==> config.mk <==
export PLATFORM = sky130hd
export DESIGN_NAME = aline_readout
export DESIGN_NICKNAME = d
export VERILOG_FILES = /design/src/rtl/aline_readout.sv
export SDC_FILE = /design/constraint.sdc
export NUM_CORES = 1
export LEC_CHECK = 0
export CORE_MARGIN = 2
export CORE_UTILIZATION = 51
export CTS_CLUSTER_SIZE = 40
export DETAILED_ROUTE_END_ITERATION = 7
export PLACE_DENSITY = 0.78
export RECOVER_POWER = 50
export SYNTH_ARGS = -nofsm -noshare
export SYNTH_HDL_FRONTEND = slang
export SYNTH_SLANG_ARGS = --single-unit
==> constraint.sdc <==
create_clock -name clk_system -period 3.2 [get_ports clk_system]
set_input_delay 0.96 -clock clk_system [delete_from_list [all_inputs] [get_ports clk_system]]
set_output_delay 0.96 -clock clk_system [all_outputs]
set_load 0.1 [all_outputs]
==> src/rtl/aline_readout.sv <==
`default_nettype none
// =============================================================================
// aline_readout : reads one stored A-line from sample RAM after each
// acquisition and streams it as a packetised, back-pressurable 14-bit stream.
// Option macro: ALINE_SIGN_CONVERT_EN (offset binary -> two's complement out)
// Revision: 1.0
// =============================================================================
module aline_readout #(
  parameter int NSAMPLES    = 1170,
  parameter int RAM_LATENCY = 2,
  parameter int FIFO_DEPTH  = 4
) (
  input  logic        clk_system,
  input  logic        global_reset_n,
  input  logic        acq_busy,
  output logic [10:0] ram_rd_addr,
  output logic        ram_rd_en,
  input  logic [13:0] ram_rd_data,
  output logic [13:0] out_data,
  output logic        out_valid,
  input  logic        out_ready,
  output logic        out_sop,
  output logic        out_eop,
  output logic        rd_busy,
  output logic        overrun,
  input  logic        clear_overrun,
  output logic [15:0] line_count
);

  localparam int PTR_W = (FIFO_DEPTH > 1) ? $clog2(FIFO_DEPTH) : 1;
  localparam int CNT_W = $clog2(FIFO_DEPTH + RAM_LATENCY + 1);
  localparam logic [10:0]      LAST_IDX = 11'(NSAMPLES - 1);
  localparam logic [PTR_W-1:0] LAST_PTR = PTR_W'(FIFO_DEPTH - 1);
  localparam logic [CNT_W-1:0] DEPTH_C  = CNT_W'(FIFO_DEPTH);

  typedef enum logic [1:0] {
    IDLE  = 2'd0,
    READ  = 2'd1,
    DRAIN = 2'd2
  } state_t;

  state_t state, state_next;

  logic                   sync1, sync2, sync2_q, acq_done;
  logic [10:0]            rd_addr_q;
  logic [10:0]            ret_idx;
  logic [RAM_LATENCY-1:0] rd_pipe;
  logic [CNT_W-1:0]       inflight;
  logic [CNT_W-1:0]       fifo_count, fifo_count_next;
  logic [PTR_W-1:0]       wr_ptr, rd_ptr;
  logic                   issue, push, pop, room;
  logic [13:0]            mem_word [FIFO_DEPTH];
  logic [10:0]            mem_idx  [FIFO_DEPTH];
  logic [13:0]            head_word, conv_word;
  logic [10:0]            head_idx;

  // Two-flop synchronizer followed by a registered falling-edge detect.
  always_ff @(posedge clk_system or negedge global_reset_n) begin
    if (!global_reset_n) begin
      sync1    <= 1'b0;
      sync2    <= 1'b0;
      sync2_q  <= 1'b0;
      acq_done <= 1'b0;
    end else begin
      sync1    <= acq_busy;
      sync2    <= sync1;
      sync2_q  <= sync2;
      acq_done <= sync2_q & ~sync2;
    end
  end

  always_comb begin
    inflight = '0;
    for (int i = 0; i < RAM_LATENCY; i++) begin
      inflight = inflight + CNT_W'(rd_pipe[i]);
    end
  end

  assign push            = rd_pipe[RAM_LATENCY-1];
  assign out_valid       = (fifo_count != '0);
  assign pop             = out_valid & out_ready;
  assign room            = (fifo_count + inflight) < DEPTH_C;
  assign fifo_count_next = fifo_count + CNT_W'(push) - CNT_W'(pop);

  always_comb begin
    state_next = state;
    issue      = 1'b0;
    case (state)
      IDLE: begin
        if (acq_done) state_next = READ;
      end
      READ: begin
        if (room) begin
          issue = 1'b1;
          if (rd_addr_q == LAST_IDX) state_next = DRAIN;
        end
      end
      DRAIN: begin
        // Leave as the final word is handed off so rd_busy drops right after eop.
        if ((inflight == '0) && (fifo_count_next == '0)) state_next = IDLE;
      end
      default: state_next = IDLE;
    endcase
  end

  always_ff @(posedge clk_system or negedge global_reset_n) begin
    if (!global_reset_n) begin
      state     <= IDLE;
      rd_addr_q <= '0;
      ret_idx   <= '0;
      rd_pipe   <= '0;
    end else begin
      state   <= state_next;
      rd_pipe <= (rd_pipe << 1) | RAM_LATENCY'(issue);
      if (state == IDLE) begin
        rd_addr_q <= '0;
      end else if (issue) begin
        rd_addr_q <= (rd_addr_q == LAST_IDX) ? 11'd0 : rd_addr_q + 11'd1;
      end
      if (state == IDLE) begin
        ret_idx <= '0;
      end else if (push) begin
        ret_idx <= (ret_idx == LAST_IDX) ? 11'd0 : ret_idx + 11'd1;
      end
    end
  end

  assign ram_rd_en   = issue;
  assign ram_rd_addr = rd_addr_q;

  always_ff @(posedge clk_system or negedge global_reset_n) begin
    if (!global_reset_n) begin
      wr_ptr     <= '0;
      rd_ptr     <= '0;
      fifo_count <= '0;
    end else begin
      fifo_count <= fifo_count_next;
      if (push) wr_ptr <= (wr_ptr == LAST_PTR) ? '0 : wr_ptr + 1'b1;
      if (pop)  rd_ptr <= (rd_ptr == LAST_PTR) ? '0 : rd_ptr + 1'b1;
    end
  end

  // Storage needs no reset: every output derived from it is gated by out_valid.
  always_ff @(posedge clk_system) begin
    if (push) begin
      mem_word[wr_ptr] <= ram_rd_data;
      mem_idx[wr_ptr]  <= ret_idx;
    end
  end

  assign head_word = mem_word[rd_ptr];
  assign head_idx  = mem_idx[rd_ptr];

`ifdef ALINE_SIGN_CONVERT_EN
  assign conv_word = {~head_word[13], head_word[12:0]};
`else
  assign conv_word = head_word;
`endif

  assign out_data = out_valid ? conv_word : 14'd0;
  assign out_sop  = out_valid & (head_idx == 11'd0);
  assign out_eop  = out_valid & (head_idx == LAST_IDX);
  assign rd_busy  = (state != IDLE);

  always_ff @(posedge clk_system or negedge global_reset_n) begin
    if (!global_reset_n) begin
      overrun    <= 1'b0;
      line_count <= '0;
    end else begin
      if (acq_done && (state != IDLE)) begin
        overrun <= 1'b1;
      end else if (clear_overrun) begin
        overrun <= 1'b0;
      end
      if (pop && out_eop) line_count <= line_count + 16'd1;
    end
  end

endmodule
`default_nettype wire

==> impl_metrics.py <==
metrics = {
    "outcome": {
        "outcome": "finished with violations",
        "failed_checks": "capacitance limit, slew limit",
    },
    "timing": {
        "layout_min_cycle_time_ps": 3197,
        "hold_violations": 0,
        "clock_skew_ps": 10.49,
        "finalCritPeriodShare_pct": 99.91,
        "fin_tns_setup_ps": 0,
        "rsz0062_at_grt": "yes",
        "fmaxAchievable_mhz": 312.8,
        "relSlewSlack_pct": -1.007,
        "final-setup-viol-count": 0,
        "finalWorstSetupSlack_ps": 2.973,
        "tightestPinTransition_ps": 1515,
        "maxSlewViolCount": 26,
        "hold_ws_ps": 352.6,
    },
    "power": {
        "p_seq_share_pct": 32.3,
        "switching_share_pct": 41.27,
        "p_comb_share_pct": 47.1,
        "vdd_drop_max_mv": 1.047,
        "powerDensity_nw_per_um2": 1121,
        "leakage_nw": 3.207,
        "p_clk_share_pct": 20.7,
        "power_mw": 9.225,
        "switchingPower_mw": 3.807,
        "p_int_mw": 5.418,
    },
    "floorplanning": {
        "dieArea_um2": 13810,
        "start_util_pct": 52.07,
        "coreArea_um2": 12620,
        "die_width_um": 117.5,
        "num_io_pins": 66,
        "fp-row-count": 41,
        "die_h_um": 117.5,
    },
    "final_layout": {
        "drive_gt1_share_pct": 27.24,
        "antennaDiodeCount": 0,
        "final_util_pct": 65.21,
        "area_growth_pct": 25.23,
        "fin_nets": 570,
    },
    "setup_path": {
        "critPathLaunchType": "register",
        "end_kind": "output pin",
        "crit_type": "reg2out",
        "cp.required_ps": 2240,
        "crit_fanout": 5,
        "arrival_ps": 2240,
    },
    "placed_design": {
        "post-place-ws_ps": -95.65,
        "routabilityCongestion": 0.8293,
        "place.port_buffers": 65,
        "post-dp-hpwl_um": 7780,
    },
    "logic_synthesis": {
        "async_flop_share_pct": 35.06,
        "dominantRegCellSynth": "edfxtp_1",
        "yosysSeqAreaShare_pct": 66.26,
        "ys_types": 54,
        "yosysTopAreaCellShare_pct": 45.70,
        "synth_area_um2": 6571,
        "synth-edff-count": 100,
        "ys_seq_elements": 154,
        "yosysMostFrequentCell": "edfxtp_1",
        "synthCells": 438,
        "synth.area.top_cells": "edfxtp_1, dfrtp_1, mux4_2",
        "ys_warn_count": 0,
        "synth_common_cells": "edfxtp_1, dfrtp_1, o21ai_0",
        "synth_nets": 473,
        "avgSynthCellArea_um2": 15.00,
        "yosys.area.top_type": "edfxtp_1",
    },
    "clocking": {
        "clock-root-buffer": "clkbuf_16",
        "clkSlewWorstSetupHoldPaths_ps": 60,
        "clk_latency_ps": 420,
        "postCtsHoldBufs": 0,
        "cts_tree": "yes",
        "cts_max_level": 4,
        "clock_sinks": 154,
        "numCtsBuffers": 17,
        "cts_buffer_depth": 2,
    },
    "global_routing": {
        "grt_max_degree": 26,
        "grt_pass1_wl_um": 21200,
        "grtUsageTotal_pct": 19.58,
        "antenna_found_initial": 0,
        "grt_pass1_vias": 4156,
        "grt-ovfl-total": 0,
    },
    "detailed_routing": {
        "wl_per_cell_um": 17.81,
        "drtPass1Iterations": 5,
        "drt-initial-drc-count": 340,
        "vias": 4006,
        "drt-total-wl_um": 12800,
        "drcViolationCount": 0,
        "via_per_inst": 5.572,
        "ant_nets": 0,
    },
    "min_path": {
        "hold_class": "reg2reg",
    },
    "run": {
        "cap_violations": 1,
    },
}
## area by class of cell
type                       count  area (um^2)
clock buffer                  19        432.9
fill                         901         4390
timing repair buffer          95        957.2
inverter                      18        67.56
multi-input combinational    249         2072
tap                          172        215.2
clock inverter                12        126.4
sequential                   154         4358
## worst max-delay path, cell delays in order, from the launching register on
cell and delay (ps):
dfrtp_2 430, mux4_2 520, or4_4 560, nor2_4 130
buf_12 180
## stage by stage
| stage | instances | instance area [um^2] |
|---|---|---|
| global route | 719 | 8229 |
| CTS | 714 | 8195 |
| finish | 719 | 8229 |
| detailed placement | 675 | 7557 |
| floorplan | 438 | 6588 |
| global placement | 675 | 7557 |
## what timing repair did
| item | CTS | global route |
|---|---|---|
| resized for setup | 10 | 1 |
| cloned | 0 | 0 |
| buffers inserted | 8 | 5 |
| setup endpoints to repair | 17 | 3 |
| pin swaps | 2 | 1 |
## layout by cell type (no fill, tap or decap), drive strengths merged, types with 3 or more instances in the layout
master and count:
nand4 3, nand3 16, or3 4, nor4b 7, nand2b 7, a31oi 8
clkinv 7, nor3 9, dfrtp 54, a21oi 6, clkbuf 23, nand2 19
and3 6, mux2 3, xor2 15, nor4 17, and4 4, buf 74
dlygate4sd3 16, mux4 18, ha 15, nor2b 3, and2 20, nor2 18
o31ai 4, xnor2 4, inv 19, edfxtp 100, o21ai 23
## power groups by stage
stage          Clock, mW  Sequential (mW)  Combinational, mW
2_1_floorplan          0             3.15               2.61
3_3_place_gp           0             2.98               3.98
3_5_place_dp           0             3.01               4.06
4_1_cts             1.93             2.99               4.27
5_1_grt             2.02             3.04               4.56
6_report            1.91             2.98               4.34
## final timing paths
path | slack [ps] | cells past startpoint | start | end
worst max-delay path | 3 | 4 | rd_ptr[0]$_DFFE_PN0P_ | out_sop
max in group asynchronous | 920 | 2 | global_reset_n | acq_done$_DFF_PN0_
min in group asynchronous | 690 | 1 | global_reset_n | ram_rd_addr[9]$_DFFE_PN0P_
worst min register to register | 350 | 0 | sync1$_DFF_PN0_ | sync2$_DFF_PN0_
worst max register to register | 410 | 12 | fifo_count[2]$_DFF_PN0_ | state[1]$_DFFE_PN0P_
worst min-delay path | 350 | 0 | sync1$_DFF_PN0_ | sync2$_DFF_PN0_
## sequential cells by signal, summed over array words and instances (netlist names)
signal / count
mem_word: 56
mem_idx: 44
line_count: 16
ram_rd_addr: 11
ret_idx: 11
fifo_count: 3
rd_pipe: 2
rd_ptr: 2
state: 2
wr_ptr: 2
acq_done: 1
overrun: 1
sync1: 1
sync2: 1
sync2_q: 1
## kinds of logic after synthesis
group	after synthesis	share of synthesized area [%]
XOR/XNOR	19	2.532
buffers and inverters	35	2.742
multiplexers	22	6.950
AND/OR/NAND/NOR	134	12.76
adder cells (fa/ha/maj)	16	3.161
AO/OA/AOI/OAI	58	5.598
flip-flops	154	66.26
## per-layer routing
layer,GRT usage (%),vias to the layer above,wire length [um]
li1,-,1862,-
met1,24.96,2048,5446
met2,33.19,86,6695
met3,4.070,10,509
met4,7.605,0,153
met5,0,-,0
Power figures use the tool's default switching activity.
